$ cat src/rtl/lock_pkg.sv
// Shared definitions for the code lock front end and decider.
//   KEY_0..KEY_9, KEY_STAR, KEY_HASH : 4-bit key codes as seen on Code_1
//   lock_state_t                     : one-hot debounce FSM state encoding
//   frame_kind_t                     : classification of one full keypad scan frame
//   key_code()                       : (row, column) position -> key code
package lock_pkg;

  localparam logic [3:0] KEY_0    = 4'b0000;
  localparam logic [3:0] KEY_1    = 4'b0001;
  localparam logic [3:0] KEY_2    = 4'b0010;
  localparam logic [3:0] KEY_3    = 4'b0011;
  localparam logic [3:0] KEY_4    = 4'b0100;
  localparam logic [3:0] KEY_5    = 4'b0101;
  localparam logic [3:0] KEY_6    = 4'b0110;
  localparam logic [3:0] KEY_7    = 4'b0111;
  localparam logic [3:0] KEY_8    = 4'b1000;
  localparam logic [3:0] KEY_9    = 4'b1001;
  localparam logic [3:0] KEY_STAR = 4'b1010;
  localparam logic [3:0] KEY_HASH = 4'b1011;

  typedef enum logic [3:0] {
    IDLE     = 4'b0001,
    DEBOUNCE = 4'b0010,
    PRESSED  = 4'b0100,
    RELEASE  = 4'b1000
  } lock_state_t;

  typedef enum logic [1:0] {
    FRAME_NONE  = 2'd0,
    FRAME_KEY   = 2'd1,
    FRAME_MULTI = 2'd2
  } frame_kind_t;

  // Keypad layout: r0: 1 2 3 | r1: 4 5 6 | r2: 7 8 9 | r3: * 0 #
  function automatic logic [3:0] key_code(input logic [1:0] row, input logic [1:0] col);
    logic [3:0] code;
    case ({row, col})
      4'b00_00: code = KEY_1;
      4'b00_01: code = KEY_2;
      4'b00_10: code = KEY_3;
      4'b01_00: code = KEY_4;
      4'b01_01: code = KEY_5;
      4'b01_10: code = KEY_6;
      4'b10_00: code = KEY_7;
      4'b10_01: code = KEY_8;
      4'b10_10: code = KEY_9;
      4'b11_00: code = KEY_STAR;
      4'b11_01: code = KEY_0;
      4'b11_10: code = KEY_HASH;
      default:  code = KEY_0;
    endcase
    return code;
  endfunction

endpackage

$ cat src/rtl/keypad_encoder_if.sv
// Key event bus from the keypad encoder to the lock decider.
//   Code_1   : code of the last accepted key, held until the next accepted key
//   Valid_1  : single-cycle strobe; Code_1 is valid in the same cycle. There is no
//              back-pressure: the consumer must take the code on the strobe cycle.
//   key_held : high from acceptance of a key until its release is debounced
interface keypad_encoder_if;
  logic [3:0] Code_1;
  logic       Valid_1;
  logic       key_held;

  modport master (output Code_1, output Valid_1, output key_held);
  modport slave  (input  Code_1, input  Valid_1, input  key_held);
endinterface

$ cat src/rtl/keypad_encoder_scan.sv
// keypad_scan: drives the 4x3 keypad columns one at a time, synchronises the
// asynchronous rows, and classifies each full 3-column frame.
//   clk, reset_1 : clock, asynchronous active-high reset
//   row_in       : keypad rows, active-low, asynchronous to clk
//   col_out      : column drive, active-low, exactly one column low
//   frame_done   : one-cycle pulse after the last slot of column 2
//   frame_kind   : NONE / KEY / MULTI for the frame just finished
//   frame_key    : key code when frame_kind is KEY
module keypad_scan
  import lock_pkg::*;
#(
  parameter int SCAN_DIV = 4
) (
  input  logic        clk,
  input  logic        reset_1,
  input  logic [3:0]  row_in,
  output logic [2:0]  col_out,
  output logic        frame_done,
  output frame_kind_t frame_kind,
  output logic [3:0]  frame_key
);

  localparam int            SW        = $clog2(SCAN_DIV);
  localparam logic [SW-1:0] SLOT_LAST = SW'(SCAN_DIV - 1);

  logic [3:0]    row_meta;
  logic [3:0]    row_sync;
  logic [SW-1:0] slot_cnt;
  logic [1:0]    col_idx;
  logic [1:0]    acc_n;     // low bits seen so far in this frame, saturating at 2
  logic [3:0]    acc_key;   // code of the single low bit, if exactly one so far

  logic       slot_last;
  logic [3:0] row_low;
  logic [2:0] n_low;
  logic [1:0] low_row;
  logic [1:0] tot_n;
  logic [3:0] tot_key;

  always_comb begin
    slot_last = (slot_cnt == SLOT_LAST);
    row_low   = ~row_sync;
    n_low     = 3'(row_low[0]) + 3'(row_low[1]) + 3'(row_low[2]) + 3'(row_low[3]);
    low_row   = 2'd0;
    for (int r = 3; r >= 0; r--) begin
      if (row_low[r]) low_row = 2'(r);
    end
    // Only "none / exactly one / more" matters, so the running total saturates at 2.
    if ((n_low >= 3'd2) || (acc_n == 2'd2) || ((acc_n == 2'd1) && (n_low != 3'd0))) begin
      tot_n = 2'd2;
    end else begin
      tot_n = acc_n + n_low[1:0];
    end
    tot_key = acc_key;
    if ((acc_n == 2'd0) && (n_low == 3'd1)) tot_key = key_code(low_row, col_idx);
  end

  always_comb begin
    case (col_idx)
      2'd1:    col_out = 3'b101;
      2'd2:    col_out = 3'b011;
      default: col_out = 3'b110;
    endcase
  end

  always_ff @(posedge clk or posedge reset_1) begin
    if (reset_1) begin
      row_meta   <= 4'b1111;
      row_sync   <= 4'b1111;
      slot_cnt   <= '0;
      col_idx    <= 2'd0;
      acc_n      <= 2'd0;
      acc_key    <= 4'd0;
      frame_done <= 1'b0;
      frame_kind <= FRAME_NONE;
      frame_key  <= 4'd0;
    end else begin
      row_meta   <= row_in;
      row_sync   <= row_meta;
      frame_done <= 1'b0;
      if (slot_last) begin
        // Rows are sampled on the last slot cycle so the synchroniser has settled
        // on the column driven since the start of the slot.
        slot_cnt <= '0;
        if (col_idx == 2'd2) begin
          col_idx    <= 2'd0;
          frame_done <= 1'b1;
          frame_kind <= (tot_n == 2'd0) ? FRAME_NONE :
                        (tot_n == 2'd1) ? FRAME_KEY  : FRAME_MULTI;
          frame_key  <= tot_key;
          acc_n      <= 2'd0;
          acc_key    <= 4'd0;
        end else begin
          col_idx <= col_idx + 2'd1;
          acc_n   <= tot_n;
          acc_key <= tot_key;
        end
      end else begin
        slot_cnt <= slot_cnt + 1'b1;
      end
    end
  end

endmodule

$ cat src/rtl/keypad_encoder.sv
// keypad_encoder: code lock front end. Scans the keypad, debounces whole frames
// and emits one Valid_1 strobe with the key code per accepted press.
//   clk, reset_1 : clock, asynchronous active-high reset
//   row_in       : keypad rows, active-low, asynchronous
//   col_out      : keypad column drive, active-low
//   lock_if      : Code_1 / Valid_1 / key_held towards the lock decider
//   state_dbg    : current debounce FSM state
module keypad_encoder
  import lock_pkg::*;
#(
  parameter int SCAN_DIV       = 4,
  parameter int DEBOUNCE_SCANS = 2
) (
  input  logic              clk,
  input  logic              reset_1,
  input  logic [3:0]        row_in,
  output logic [2:0]        col_out,
  keypad_encoder_if.master  lock_if,
  output lock_state_t       state_dbg
);

  localparam int            CW      = $clog2(DEBOUNCE_SCANS + 1);
  localparam logic [CW-1:0] CNT_MAX = CW'(DEBOUNCE_SCANS);
  localparam logic [CW-1:0] CNT_ONE = CW'(1);
  localparam bit            SINGLE  = (DEBOUNCE_SCANS == 1);

  logic        frame_done;
  frame_kind_t frame_kind;
  logic [3:0]  frame_key;

  lock_state_t   state;
  logic [CW-1:0] cnt;
  logic [CW-1:0] cnt_inc;
  logic [3:0]    cand;
  logic [3:0]    code_q;
  logic          valid_q;
  logic          held_q;

  keypad_scan #(.SCAN_DIV(SCAN_DIV)) u_scan (
    .clk        (clk),
    .reset_1    (reset_1),
    .row_in     (row_in),
    .col_out    (col_out),
    .frame_done (frame_done),
    .frame_kind (frame_kind),
    .frame_key  (frame_key)
  );

  // Saturating so a long stable run can never wrap back below the threshold.
  always_comb cnt_inc = (cnt == CNT_MAX) ? cnt : cnt + CNT_ONE;

  // The strobe is raised only on entry to PRESSED from IDLE/DEBOUNCE; returning
  // from RELEASE on a bounce re-enters PRESSED silently.
  always_ff @(posedge clk or posedge reset_1) begin
    if (reset_1) begin
      state   <= IDLE;
      cnt     <= '0;
      cand    <= 4'd0;
      code_q  <= 4'd0;
      valid_q <= 1'b0;
      held_q  <= 1'b0;
    end else begin
      valid_q <= 1'b0;
      if (frame_done) begin
        case (state)
          IDLE: begin
            if (frame_kind == FRAME_KEY) begin
              cand <= frame_key;
              if (SINGLE) begin
                state   <= PRESSED;
                cnt     <= '0;
                valid_q <= 1'b1;
                code_q  <= frame_key;
                held_q  <= 1'b1;
              end else begin
                state <= DEBOUNCE;
                cnt   <= CNT_ONE;
              end
            end
          end
          DEBOUNCE: begin
            if (frame_kind == FRAME_KEY) begin
              if (frame_key == cand) begin
                if (cnt_inc == CNT_MAX) begin
                  state   <= PRESSED;
                  cnt     <= '0;
                  valid_q <= 1'b1;
                  code_q  <= cand;
                  held_q  <= 1'b1;
                end else begin
                  cnt <= cnt_inc;
                end
              end else begin
                cand <= frame_key;
                cnt  <= CNT_ONE;
              end
            end else begin
              state <= IDLE;
              cnt   <= '0;
            end
          end
          PRESSED: begin
            // Rollover and extra keys are ignored while a key is held.
            if (frame_kind == FRAME_NONE) begin
              if (SINGLE) begin
                state  <= IDLE;
                cnt    <= '0;
                held_q <= 1'b0;
              end else begin
                state <= RELEASE;
                cnt   <= CNT_ONE;
              end
            end
          end
          RELEASE: begin
            if (frame_kind == FRAME_NONE) begin
              if (cnt_inc == CNT_MAX) begin
                state  <= IDLE;
                cnt    <= '0;
                held_q <= 1'b0;
              end else begin
                cnt <= cnt_inc;
              end
            end else begin
              state <= PRESSED;
              cnt   <= '0;
            end
          end
          default: begin
            state  <= IDLE;
            cnt    <= '0;
            held_q <= 1'b0;
          end
        endcase
      end
    end
  end

  assign lock_if.Code_1   = code_q;
  assign lock_if.Valid_1  = valid_q;
  assign lock_if.key_held = held_q;
  assign state_dbg        = state;

endmodule
$ cat src/flat_wrapper.sv
// flat-port wrapper written by rule: the top's interface ports become plain ports
module keypad_encoder_flat import lock_pkg::*;
#(
  parameter int SCAN_DIV       = 4,
  parameter int DEBOUNCE_SCANS = 2
)
  (clk, reset_1, row_in, col_out, state_dbg, lock_if_Code_1, lock_if_Valid_1, lock_if_key_held);
  keypad_encoder_if lock_if_i ();
  input  logic clk;
  input  logic reset_1;
  input  logic [3:0] row_in;
  output logic [2:0] col_out;
  output lock_state_t state_dbg;
  output wire logic [$bits(lock_if_i.Code_1)-1:0] lock_if_Code_1;
  output wire logic [$bits(lock_if_i.Valid_1)-1:0] lock_if_Valid_1;
  output wire logic [$bits(lock_if_i.key_held)-1:0] lock_if_key_held;
  assign lock_if_Code_1 = lock_if_i.Code_1;
  assign lock_if_Valid_1 = lock_if_i.Valid_1;
  assign lock_if_key_held = lock_if_i.key_held;
  keypad_encoder #(.SCAN_DIV(SCAN_DIV), .DEBOUNCE_SCANS(DEBOUNCE_SCANS)) u_core (.clk(clk), .reset_1(reset_1), .row_in(row_in), .col_out(col_out), .lock_if(lock_if_i), .state_dbg(state_dbg));
endmodule
$ cat config.mk
export PLATFORM = sky130hd
export DESIGN_NAME = keypad_encoder_flat
export DESIGN_NICKNAME = d
export VERILOG_FILES = /design/src/rtl/lock_pkg.sv /design/src/rtl/keypad_encoder_if.sv /design/src/rtl/keypad_encoder_scan.sv /design/src/rtl/keypad_encoder.sv /design/src/flat_wrapper.sv
export SDC_FILE = /design/constraint.sdc
export NUM_CORES = 1
export LEC_CHECK = 0
export CAP_MARGIN = 10
export CORE_MARGIN = 3
export CORE_UTILIZATION = 55
export CTS_CLUSTER_DIAMETER = 50
export CTS_CLUSTER_SIZE = 10
export DETAILED_ROUTE_END_ITERATION = 10
export PLACE_DENSITY = 0.86
export SYNTH_ARGS = -nofsm -noshare
export SYNTH_HDL_FRONTEND = slang
export SYNTH_SLANG_ARGS = --single-unit
$ cat constraint.sdc
create_clock -name clk -period 6.1 [get_ports clk]
set_input_delay 0.915 -clock clk [delete_from_list [all_inputs] [get_ports clk]]
set_output_delay 0.915 -clock clk [all_outputs]
set_load 0.01 [all_outputs]
==> reports/metrics.yaml <==
grt_pass1_vias: 1455
synth_xor_area_share_pct: 2.40
finalSetupViolCount: 0
r2r_cells: 10
synthesis.area_per_instance_um2: 10.5
std_cell_rows: 22
grt_max_degree: 42
hold_path_end: "u_core.u_scan.row_sync[0]$_DFF_PP1_"
synth_cell_types: 54
hold_viol: 0
synthFlopType: "dfrtp_1"
reg2reg_to: "u_core.u_scan.acc_key[1]$_DFFE_PP0P_"
worstReg2RegStart: "u_core.u_scan.row_sync[1]$_DFF_PP1_"
p_leak_nw: 1.07
drt_iter0_markers: 168
area_delta_synth_final_pct: 14.9
drive_above_1_share_pct: 16.6
drt-total-wl_um: 3830
rsz0062_at_grt: "no"
antenna_found_initial: 0
cts-hold-fix-buffers: 0
final_cell_mix: "dfrtp_1, inv_1, clkdlybuf4s50_1, o21ai_0, nand2_1"
synthSimpleGateAreaFrac_pct: 17.1
grt.busiest_layer: "met2"
cts_max_path_buffers: 2
worstSetupStartpointType: "flop"
powerDensity_nw_per_um2: 227
numCtsBuffers: 5
dpl.hpwl_um: 2810
wire_per_inst_um: 13.8
clk_latency_ns: 0.30
postCtsSetupBuffers: 0
ys_seq_area_share_pct: 47.5
cp_max_fo: 8
synthCells: 208
holdCritStartpoint: "u_core.u_scan.row_meta[0]$_DFF_PP1_"
yosysWarnings: 0
slew_headroom_pct: 66.9
postCtsResizedCells: 0
worst_clock_skew_ns: 0.0103
vias: 1577
cts_root_buffer: "clkbuf_8"
portBuffers: 18
die_area_um2: 4770
synth.largest_area_cell: "dfrtp_1"
ant_nets: 0
tightest_slew_ns: 0.492
htreeDepth: 2
period_share_pct: 46.4
final_nets: 247
crit_chain: "fa_1, inv_1, ha_1, inv_1, ha_1, nand2b_1, or4_1, nor2_1, o21ai_0, o221ai_1"
syn_area_um2: 2190
critPathArrivalTime_ns: 3.05
worstHoldPathType: "reg -> reg"
clock_sinks: 41
groute.usage.overall_pct: 17.1
worstSetupPathType: "reg -> reg"
synth_top_family_by_area: "simple AND/OR/NAND/NOR gates"
path_clk_slew_ns: 0.08
slew_violations: 0
synth_compound_area_share_pct: 14.8
endpoint_kind: "flop"
grt_pass1_wl_um: 6550
synth_nets: 227
reg2reg_slack_ns: 3.27
use_met3_pct: 4.96
fin_total_pwr_uw: 569
async_flop_share_pct: 100
synth_edf_count: 0
use_met2_pct: 26.5
globalplace.congestion: 0.873
slowest_stage: "dfstp_2"
maxCapViolCount: 0
io_pins: 19
met1_usage_pct: 22.0
hold_path_depth: 0
final_common_cell: "dfrtp_1"
route.detailed.drc: 0
start_util_pct: 58.4
fmax_mhz: 353
cp.required_ns: 6.32
die_w_um: 69.0
synth-seq-cells: 41
fin_tns_setup_ns: 0
final.min_clock_period_ns: 2.83
status: "complete, no violations"
grt_overflow: 0
max_stage_delay_ns: 0.61
cts_tree: "yes"
synth_fa_ha_area_share_pct: 7.78
synth.top_cell.area_share_pct: 36.6
coreArea_um2: 3740
diodes: 0
vias_per_cell: 5.69
die_h_um: 69.0
drt-pass1-iter-count: 4
synth_area_leaders: "dfrtp_1, dfstp_2, ha_1"
muxShareOfSynthArea_pct: 5.09
ir_worst_vdd_uv: 178
cells in the mapped netlist (9+ instances only):
library cell,instances
nor2_1,13
o21ai_0,16
nand2_1,16
ha_1,12
dfrtp_1,32
dfstp_2,9
inv_1,21
cell families after synthesis:
family          count (synthesis)
flops                          41
compound gates                 45
buf+inv                        28
xor+xnor                        6
mux                             9
fa+ha+maj                      13
simple gates                   66
how the worst max path moves through the flow:
| stage | start | endpoint | slack [ns] |
|---|---|---|---|
| after floorplan | u_core.u_scan.row_sync[1]$_DFF_PP1_ | u_core.u_scan.acc_key[1]$_DFFE_PP0P_ | 3.44 |
| after global placement | u_core.u_scan.row_sync[1]$_DFF_PP1_ | u_core.u_scan.acc_key[1]$_DFFE_PP0P_ | 3.37 |
| after detailed placement | u_core.u_scan.row_sync[1]$_DFF_PP1_ | u_core.u_scan.acc_key[1]$_DFFE_PP0P_ | 3.25 |
| after CTS | u_core.u_scan.row_sync[1]$_DFF_PP1_ | u_core.u_scan.acc_key[1]$_DFFE_PP0P_ | 3.26 |
| after global routing | u_core.u_scan.row_sync[1]$_DFF_PP1_ | u_core.u_scan.acc_key[1]$_DFFE_PP0P_ | 3.11 |
| final | u_core.u_scan.row_sync[1]$_DFF_PP1_ | u_core.u_scan.acc_key[1]$_DFFE_PP0P_ | 3.27 |
area by class of cell:
class                   instances  area [um^2]
fillers                       288         1230
flip-flops and latches         41         1040
multi-input cells             139         1030
repair buffers                 19          188
inverters                      22         82.6
clock buffers                   5         68.8
well taps                      48         60.1
clock inverters                 3         46.3
critical path: cells and delay by family, from the launching register on:
family                   cells  cell delay [ns]
buffers and inverters        2             0.12
AND/OR/NAND/NOR              3             0.82
adder cells (fa/ha/maj)      3             0.90
flip-flops                   1             0.61
AO/OA/AOI/OAI                2             0.32
metrics by stage:
stage          utilization (%)  cell area [um^2]  instances  setup WS [ns]  hold WS [ns]
4_1_cts                   67.1              2510        277           3.26         0.360
5_1_grt                   67.1              2510        277           3.11         0.362
2_1_floorplan                -              2190        208           3.44         0.345
3_5_place_dp              64.0              2400        269           3.25         0.349
3_3_place_gp              64.0              2400        269           3.37         0.346
6_report                  67.1              2510        277           3.27         0.358
layer usage:
| layer | share of wire (%) | wire length [um] |
|---|---|---|
| met1 | 44 | 1700 |
| met2 | 47 | 1810 |
| met3 | 6.2 | 238 |
| met4 | 2.2 | 83 |
| met5 | 0 | 0 |
where the power goes:
| group | internal [mW] | switching, mW | leakage (nW) |
|---|---|---|---|
| Clock | 0.122 | 0.0965 | 0.0543 |
| Sequential | 0.284 | 0.00954 | 0.527 |
| Combinational | 0.0247 | 0.0325 | 0.494 |
| Total | 0.431 | 0.138 | 1.07 |
state kept, by name, summed over array words and instances (netlist names), 2 cells and up:
signal,count
u_core.state_dbg,4
u_core.u_scan.acc_key,4
u_core.cnt,2
u_core.u_scan.acc_n,2
u_core.cand,4
u_core.u_scan.col_idx,2
u_core.u_scan.row_sync,4
u_core.u_scan.frame_kind,2
u_core.u_scan.frame_key,4
u_core.lock_if.Code_1,4
u_core.u_scan.slot_cnt,2
u_core.u_scan.row_meta,4
(Power assumes the default switching activity.)
